File: src/rtl/imm_gen_pipe.sv
// imm_gen_pipe: pipelined RISC-V immediate generator with skid buffer; define IMMGEN_RVC_EN for compressed decode
module imm_gen_pipe #(
  parameter int XLEN  = 32,
  parameter int TAG_W = 8
) (
  input  logic             clk,
  input  logic             rst_n,
  input  logic             in_valid,
  output logic             in_ready,
  input  logic [31:0]      in_insn,
  input  logic [TAG_W-1:0] in_tag,
  output logic             out_valid,
  input  logic             out_ready,
  output logic [XLEN-1:0]  out_imm,
  output logic [2:0]       out_fmt,
  output logic             out_illegal,
  output logic [TAG_W-1:0] out_tag
);
  localparam logic [2:0] F_NONE = 3'd0, F_I = 3'd1, F_S = 3'd2, F_B = 3'd3,
                         F_U = 3'd4, F_J = 3'd5, F_Z = 3'd6;
  logic [XLEN-1:0]  d_imm, s_imm;
  logic [2:0]       d_fmt, s_fmt;
  logic             d_ill, s_ill, skid_valid, in_xfer;
  logic [TAG_W-1:0] s_tag;
  assign in_ready = !skid_valid;
  assign in_xfer  = in_valid && in_ready;
`ifdef IMMGEN_RVC_EN
  localparam logic [2:0] F_C = 3'd7;
  logic [15:0]     c;
  logic [XLEN-1:0] c_j;
  assign c   = in_insn[15:0];
  assign c_j = XLEN'($signed({c[12], c[8], c[10:9], c[6], c[7], c[2], c[11], c[5:3], 1'b0}));
`endif
  // combinational decode of the incoming instruction
  always_comb begin
    d_imm = '0;
    d_fmt = F_NONE;
    d_ill = 1'b0;
    if (in_insn[1:0] == 2'b11) begin
      case (in_insn[6:0])
        7'h03, 7'h13, 7'h67: begin
          d_fmt = F_I;
          d_imm = XLEN'($signed(in_insn[31:20]));
        end
        7'h1B: begin
          d_ill = (XLEN != 64);
          d_fmt = (XLEN == 64) ? F_I : F_NONE;
          d_imm = (XLEN == 64) ? XLEN'($signed(in_insn[31:20])) : '0;
        end
        7'h23: begin
          d_fmt = F_S;
          d_imm = XLEN'($signed({in_insn[31:25], in_insn[11:7]}));
        end
        7'h63: begin
          d_fmt = F_B;
          d_imm = XLEN'($signed({in_insn[31], in_insn[7], in_insn[30:25], in_insn[11:8], 1'b0}));
        end
        7'h37, 7'h17: begin
          d_fmt = F_U;
          d_imm = XLEN'($signed({in_insn[31:12], 12'b0}));
        end
        7'h6F: begin
          d_fmt = F_J;
          d_imm = XLEN'($signed({in_insn[31], in_insn[19:12], in_insn[20], in_insn[30:21], 1'b0}));
        end
        7'h73: begin
          d_fmt = (in_insn[14:12] >= 3'd4) ? F_Z : F_NONE;
          d_imm = (in_insn[14:12] >= 3'd4) ? XLEN'(in_insn[19:15]) : '0;
        end
        7'h33, 7'h0F: d_ill = 1'b0;
        7'h3B: d_ill = (XLEN != 64);
        default: d_ill = 1'b1;
      endcase
    end else begin
`ifdef IMMGEN_RVC_EN
      d_ill = 1'b1;
      if (c[1:0] == 2'b01) begin
        case (c[15:13])
          3'b000, 3'b010: begin
            d_ill = 1'b0;
            d_fmt = F_C;
            d_imm = XLEN'($signed({c[12], c[6:2]}));
          end
          3'b101: begin
            d_ill = 1'b0;
            d_fmt = F_C;
            d_imm = c_j;
          end
          3'b001: begin
            d_ill = (XLEN != 32);
            d_fmt = (XLEN == 32) ? F_C : F_NONE;
            d_imm = (XLEN == 32) ? c_j : '0;
          end
          3'b110, 3'b111: begin
            d_ill = 1'b0;
            d_fmt = F_C;
            d_imm = XLEN'($signed({c[12], c[6:5], c[2], c[11:10], c[4:3], 1'b0}));
          end
          default: d_ill = 1'b1;
        endcase
      end
`else
      d_ill = 1'b1;
`endif
    end
  end
  // output register fed by skid first, then input; skid catches input while output is stalled
  always_ff @(posedge clk or negedge rst_n) begin
    if (!rst_n) begin
      out_valid   <= 1'b0;
      out_imm     <= '0;
      out_fmt     <= F_NONE;
      out_illegal <= 1'b0;
      out_tag     <= '0;
      skid_valid  <= 1'b0;
      s_imm       <= '0;
      s_fmt       <= F_NONE;
      s_ill       <= 1'b0;
      s_tag       <= '0;
    end else if (!out_valid || out_ready) begin
      out_valid <= skid_valid || in_xfer;
      if (skid_valid) begin
        out_imm     <= s_imm;
        out_fmt     <= s_fmt;
        out_illegal <= s_ill;
        out_tag     <= s_tag;
        skid_valid  <= 1'b0;
      end else if (in_xfer) begin
        out_imm     <= d_imm;
        out_fmt     <= d_fmt;
        out_illegal <= d_ill;
        out_tag     <= in_tag;
      end
    end else if (in_xfer) begin
      skid_valid <= 1'b1;
      s_imm      <= d_imm;
      s_fmt      <= d_fmt;
      s_ill      <= d_ill;
      s_tag      <= in_tag;
    end
  end
endmodule

File: config.mk
export PLATFORM = sky130hd
export DESIGN_NAME = imm_gen_pipe
export DESIGN_NICKNAME = d
export VERILOG_FILES = /design/src/rtl/imm_gen_pipe.sv
export SDC_FILE = /design/constraint.sdc
export NUM_CORES = 1
export LEC_CHECK = 0
export CAP_MARGIN = 40
export CORE_MARGIN = 2
export CORE_UTILIZATION = 53
export CTS_BUF_LIST = sky130_fd_sc_hd__clkbuf_4 sky130_fd_sc_hd__clkbuf_8
export CTS_CLUSTER_SIZE = 25
export DETAILED_ROUTE_END_ITERATION = 12
export PLACE_DENSITY = 0.83
export SYNTH_ARGS = -nofsm -noshare
export SYNTH_HDL_FRONTEND = slang
export SYNTH_SLANG_ARGS = --single-unit
File: constraint.sdc
create_clock -name clk -period 1.7 [get_ports clk]
set_input_delay 0.34 -clock clk [delete_from_list [all_inputs] [get_ports clk]]
set_output_delay 0.34 -clock clk [all_outputs]
set_load 0.01 [all_outputs]
==> After elaboration in Yosys (flattened, before gate mapping) <==
Cells that the tools add are included.
Widths: inputs -> output; s select.
{ "op_classes": {"add_sub_neg": 0, "mul": 0, "n_div": 0, "n_lt_le_gt_ge": 1, "n_eq_ne": 12, "shift": 0, "n_mux": 18, "n_bitwise": 1, "n_reduce_logical": 12} }
{ "op_table": {"columns": ["cell", "n"], "rows": [
  ["$pmux 32 s6", 1],
  ["$mux 32", 3],
  ["$eq 7x7->1 const B", 4],
  ["$eq 7x6->1 const B", 3],
  ["$pmux 3 s6", 1],
  ["$mux 8", 2],
  ["$eq 7x5->1 const B", 2],
  ["$mux 3", 4],
  ["$reduce_or 11->1", 1],
  ["$eq 7x2->1 const B", 1],
  ["$eq 7x4->1 const B", 1],
  ["$mux 1", 6],
  ["$mux 5", 1],
  ["$reduce_and 2->1", 2],
  ["$reduce_bool 2->1", 2],
  ["$ge 3x3->1 const B", 1],
  ["$reduce_or 3->1", 1],
  ["$eq 2x2->1 const B", 1],
  ["$logic_not 1->1", 2],
  ["$logic_or 1x1->1", 2],
  ["$reduce_or 2->1", 1],
  ["$logic_and 1x1->1", 1],
  ["$not 1->1", 1]
]} }
{ "totals": {"regBits": 90, "latch_bits": 0, "ramBits": 0, "mem_bits_ro": 0, "input_bits": 44, "out_inout_bits": 46, "wordCells": 54, "mem_count": 0} }

==> Logic depth before layout (Yosys ltp) <==
{ "depth": {"depth_word": 6, "ltp_mapped": 7} }

==> Worst setup path after synthesis <==
Ideal clock, no wire load.
{ "synth_path": {"kind": "in2reg", "start": "in in_insn[6]", "end": "reg out_imm[10]", "setup_ns": 0.066, "arrival_time_ns": 1.436, "t_required_ns": 1.634, "slack_ns": 0.198, "stages": 5, "n_path_buf": 1, "path_cell_list": "buf_6 mux2_4 o31a_4 nor3_4 a221o_1"} }
{ "synth_via": {"elab_chain_len": 6, "word_cells_on_any_way": 15, "cone_classes": "eq/ne: 9; mux: 4; reduce/logical: 2"} }
{ "synth_rtl": {"columns": ["item", "line_no", "source"], "rows": [
  ["from (decl)", "10", "input logic [31:0] in_insn,"],
  ["$eq 7x2->1 (tied with other cells)", "40", "case (in_insn[6:0])"],
  ["$reduce_or 3->1 or $reduce_or 2->1 (tied branches)", null, null],
  ["$pmux 32 s6 (*)", "40", null],
  ["$mux 32 (*)", "39", "if (in_insn[1:0] == 2'b11) begin"],
  ["$mux 32 (*)", "128", "end else if (in_xfer) begin"],
  ["$mux 32 (*)", "122", "if (skid_valid) begin"],
  ["to (signal assigned)", "123", "out_imm <= s_imm;"],
  ["to (signal assigned)", "129", "out_imm <= d_imm;"],
  ["to (decl)", "14", "output logic [XLEN-1:0] out_imm,"]
]} }
Mark *: on every way between the ends. The rest lies on a longest branch, timed or not. The select of a mux whose other input is x is not followed.
A chain may end at the register's enable or synchronous reset.

==> Final worst setup path <==
{ "layout_path": {"start": "reg out_imm[12]", "end": "out out_imm[12]"} }
No word-level cell between the ends.

==> metrics.md <==
| Metric | Value |
|---|---|
| Status | `finished, final reports clean` |
| Critical Path RT | `1.36 ns` |
| Ant. Diodes | `0` |
| Clock Root Buffer | `clkbuf_8` |
| Final Util | `0.781` |
| Worst Hold Class | `in2async` |
| Share of the synthesized area in the top cell type | `0.526` |
| CTS Sinks | `90` |
| Tot Pwr | `5.48 mW` |
| Flops & latches, synth | `90` |
| Drt initial violations | `258` |
| Final wirelength | `12.0 mm` |
| Final min period | `1.65 ns` |
| Syn_nets | `479` |
| Main flop type after synthesis | `dfrtp_1` |
| Setup CP Type | `reg2out` |
| YS warnings | `0` |
| Setup TNS | `0 ns` |
| RePlAce Congestion | `0.873` |
| Final Cycle Share | `0.969` |
| Crit path cell chain | `clkdlybuf4s50_1` |
| Non-Filler Instances | `676` |
| # H-tree levels | `3` |
| CP arrival | `1.31 ns` |
| Final setup vio count | `0` |
| Critical path's slowest cell | `clkdlybuf4s50_1` |
| First-pass GRT wire length | `19.2 mm` |
| Slew @ Worst Pin | `0.414 ns` |
| Final Hold Fails | `0` |
| Inst Count DP | `652` |
| Clock Skews | `0.0105 ns` |
| Ys async rst share | `1.00` |
| Largest net degree at the start of global routing | `35` |
| DRT antenna net count | `0` |
| Largest delay share family, worst path | `buffers and inverters` |
| Syn-to-layout area delta | `41.5%` |
| Max-slew headroom | `0.724` |
| Fmax | `607 MHz` |
| Reg-to-reg critical path endpoint | `out_imm[31]$_DFFE_PN0P_` |
| Final net count | `614` |
| Skew-Pair Late Insertion Delay | `0.36 ns` |
| DIE AREA | `8820 µm²` |
| LEAKAGE | `2.73 nW` |
| CTS Buf Count | `9` |
| Count leader, synth | `nand2_1` |
| Synth area leaders | `dfrtp_1 53%, nand2_1 8.6%, o21ai_0 4.3%` |
| RR Startpoint | `skid_valid$_DFFE_PN0P_` |
| Worst R2R Path Depth | `6` |
| Pwr dens | `904 nW/µm²` |
| Row count | `32` |
| Final Hold Slack | `0.456 ns` |
| Element type at the critical path start | `register` |
| CP Depth | `1` |
| Die width | `93.9 µm` |
| RSZ-0062 raised after global routing | `no` |
| Unique cell type count in the Yosys netlist | `52` |
| Remaining DRCs | `0` |
| VDD IR max | `0.000532 V` |
| CP max stage delay | `0.56 ns` |
| Avg Cell Area, Syn | `9.85 µm²` |
| Slew Viols, Final | `0` |
| Reg2reg setup slack | `0.08 ns` |
| Synth top cells by count | `98 x nand2_1, 90 x dfrtp_1, 37 x o21ai_0, 23 x a22oi_1` |
| Post-detail-place hpwl | `8.36 mm` |
| Via count | `4020` |
| GRT overflow | `0` |
| Port buffer count | `89` |
| Die Span Y | `93.9 µm` |
| Initial antenna violation count | `0` |
| CTS max path bufs | `2` |
| EDFF count, synth | `0` |
| Vias in the first global route | `4027` |
| CP Buf/Inv Count | `1` |
| Drt wl/cell | `17.7 µm` |
| Mapped Cells | `435` |
| Clock input transition at the sequential cells of the worst setup and hold paths | `0.09 ns` |
| Seq/Total Area, Yosys | `0.526` |
| CTS tree | `yes` |
| Layout cells sized above 1 | `0.193` |
| Via-per-instance ratio | `5.95` |
| TritonRoute pass-1 iters | `5` |
| Netlist Area Pre-Place | `4290 µm²` |
| Starting Density | `0.552` |
| Largest area contributor in the netlist | `dfrtp_1` |
| Crit. End Element | `output port` |
| Crit path max fanout | `2` |
| Global Route Usage Sum | `0.278` |
| Maxcap violations | `0` |
| Num ports | `90` |
| Core area | `7770 µm²` |
==> layout by cell type, fill, tap and decap left out, drive strengths merged, types with 2 or more instances in the layout <==
cell / Yosys / final
a21o: 5 / 5
a21oi: 14 / 15
a221o: 9 / 9
a22o: 6 / 6
a22oi: 23 / 23
a31oi: 4 / 4
and3: 7 / 7
and4: 2 / 2
buf: 25 / 68
bufinv: 0 / 2
clkbuf: 9 / 11
clkdlybuf4s50: 0 / 81
dfrtp: 90 / 90
dlygate4sd2: 0 / 3
dlymetal6s2s: 0 / 4
inv: 5 / 5
mux2i: 8 / 8
nand2: 99 / 99
nand2b: 2 / 2
nand3: 11 / 11
nand3b: 2 / 2
nand4b: 4 / 4
nor2: 17 / 17
nor2b: 5 / 5
nor3: 6 / 6
nor3b: 3 / 3
o211ai: 14 / 14
o21a: 2 / 2
o21ai: 38 / 38
o221ai: 4 / 4
o31a: 2 / 2
o31ai: 3 / 3
o41a: 2 / 2
o41ai: 2 / 2
==> metrics by stage <==
step                      cell area, µm²  setup WS, ns
final                               6060        0.0531
after global routing                6060       0.00450
after CTS                           5940       0.00379
after detailed placement            5680        -0.448
after global placement              5680        -0.384
after floorplan                     4290         0.198
==> worst max-delay path by stage <==
stage	startpoint	endpoint	slack, ns
2_1_floorplan	in_insn[6]	out_imm[10]$_DFFE_PN0P_	0.20
3_3_place_gp	out_ready	out_imm[19]$_DFFE_PN0P_	-0.38
3_5_place_dp	out_ready	out_imm[16]$_DFFE_PN0P_	-0.45
4_1_cts	in_insn[5]	out_imm[31]$_DFFE_PN0P_	0.004
5_1_grt	in_insn[3]	out_imm[13]$_DFFE_PN0P_	0.005
6_report	out_imm[12]$_DFFE_PN0P_	out_imm[12]	0.05
==> flip-flops by register name (all words and copies together), names as in the netlist <==
name         flops
out_imm         32
s_imm           32
out_tag          8
s_tag            8
out_fmt          3
s_fmt            3
out_illegal      1
out_valid        1
s_ill            1
skid_valid       1
==> layer usage <==
| layer | GRT usage | share of wire | routed length [µm] | vias to the layer above |
|---|---|---|---|---|
| met2 | 0.463 | 0.49 | 5820 | 187 |
| met5 | 0 | 0 | 0 | - |
| met1 | 0.371 | 0.42 | 5090 | 1961 |
| met4 | 0.106 | 0.021 | 252 | 0 |
| li1 | - | - | - | 1844 |
| met3 | 0.0385 | 0.069 | 829 | 28 |
==> timing repair <==
item | CTS | global route
endpoints found under the hold margin | 26 | 0
buffers inserted | 2 | 4
setup endpoints to repair | 26 | 61
gates resized for setup | 10 | 18
cloned | 1 | 1
hold buffers | 1 | 0
pin swaps | 2 | 6
==> cell type report <==
cell class | instances | area (µm²)
clock inverter | 4 | 76.3
timing repair buffer | 157 | 1490
inverter | 5 | 18.8
clock buffer | 11 | 145
multi-input combinational | 307 | 1950
sequential | 90 | 2250
fill | 522 | 1700
tap | 102 | 128
==> cells by family after synthesis <==
family / after synthesis / synth area share
DFF: 90 / 0.526
muxes: 9 / 0.0222
AOI/OAI and AO/OA: 134 / 0.221
buffers and inverters: 39 / 0.0426
and+or+nand+nor: 163 / 0.188
==> where the power goes <==
part	internal (mW)	switching, mW	total, mW
sequential	2.40	0.152	2.55
clock	0.880	0.745	1.62
combinational	0.685	0.624	1.31
(Power assumes the default switching activity.)
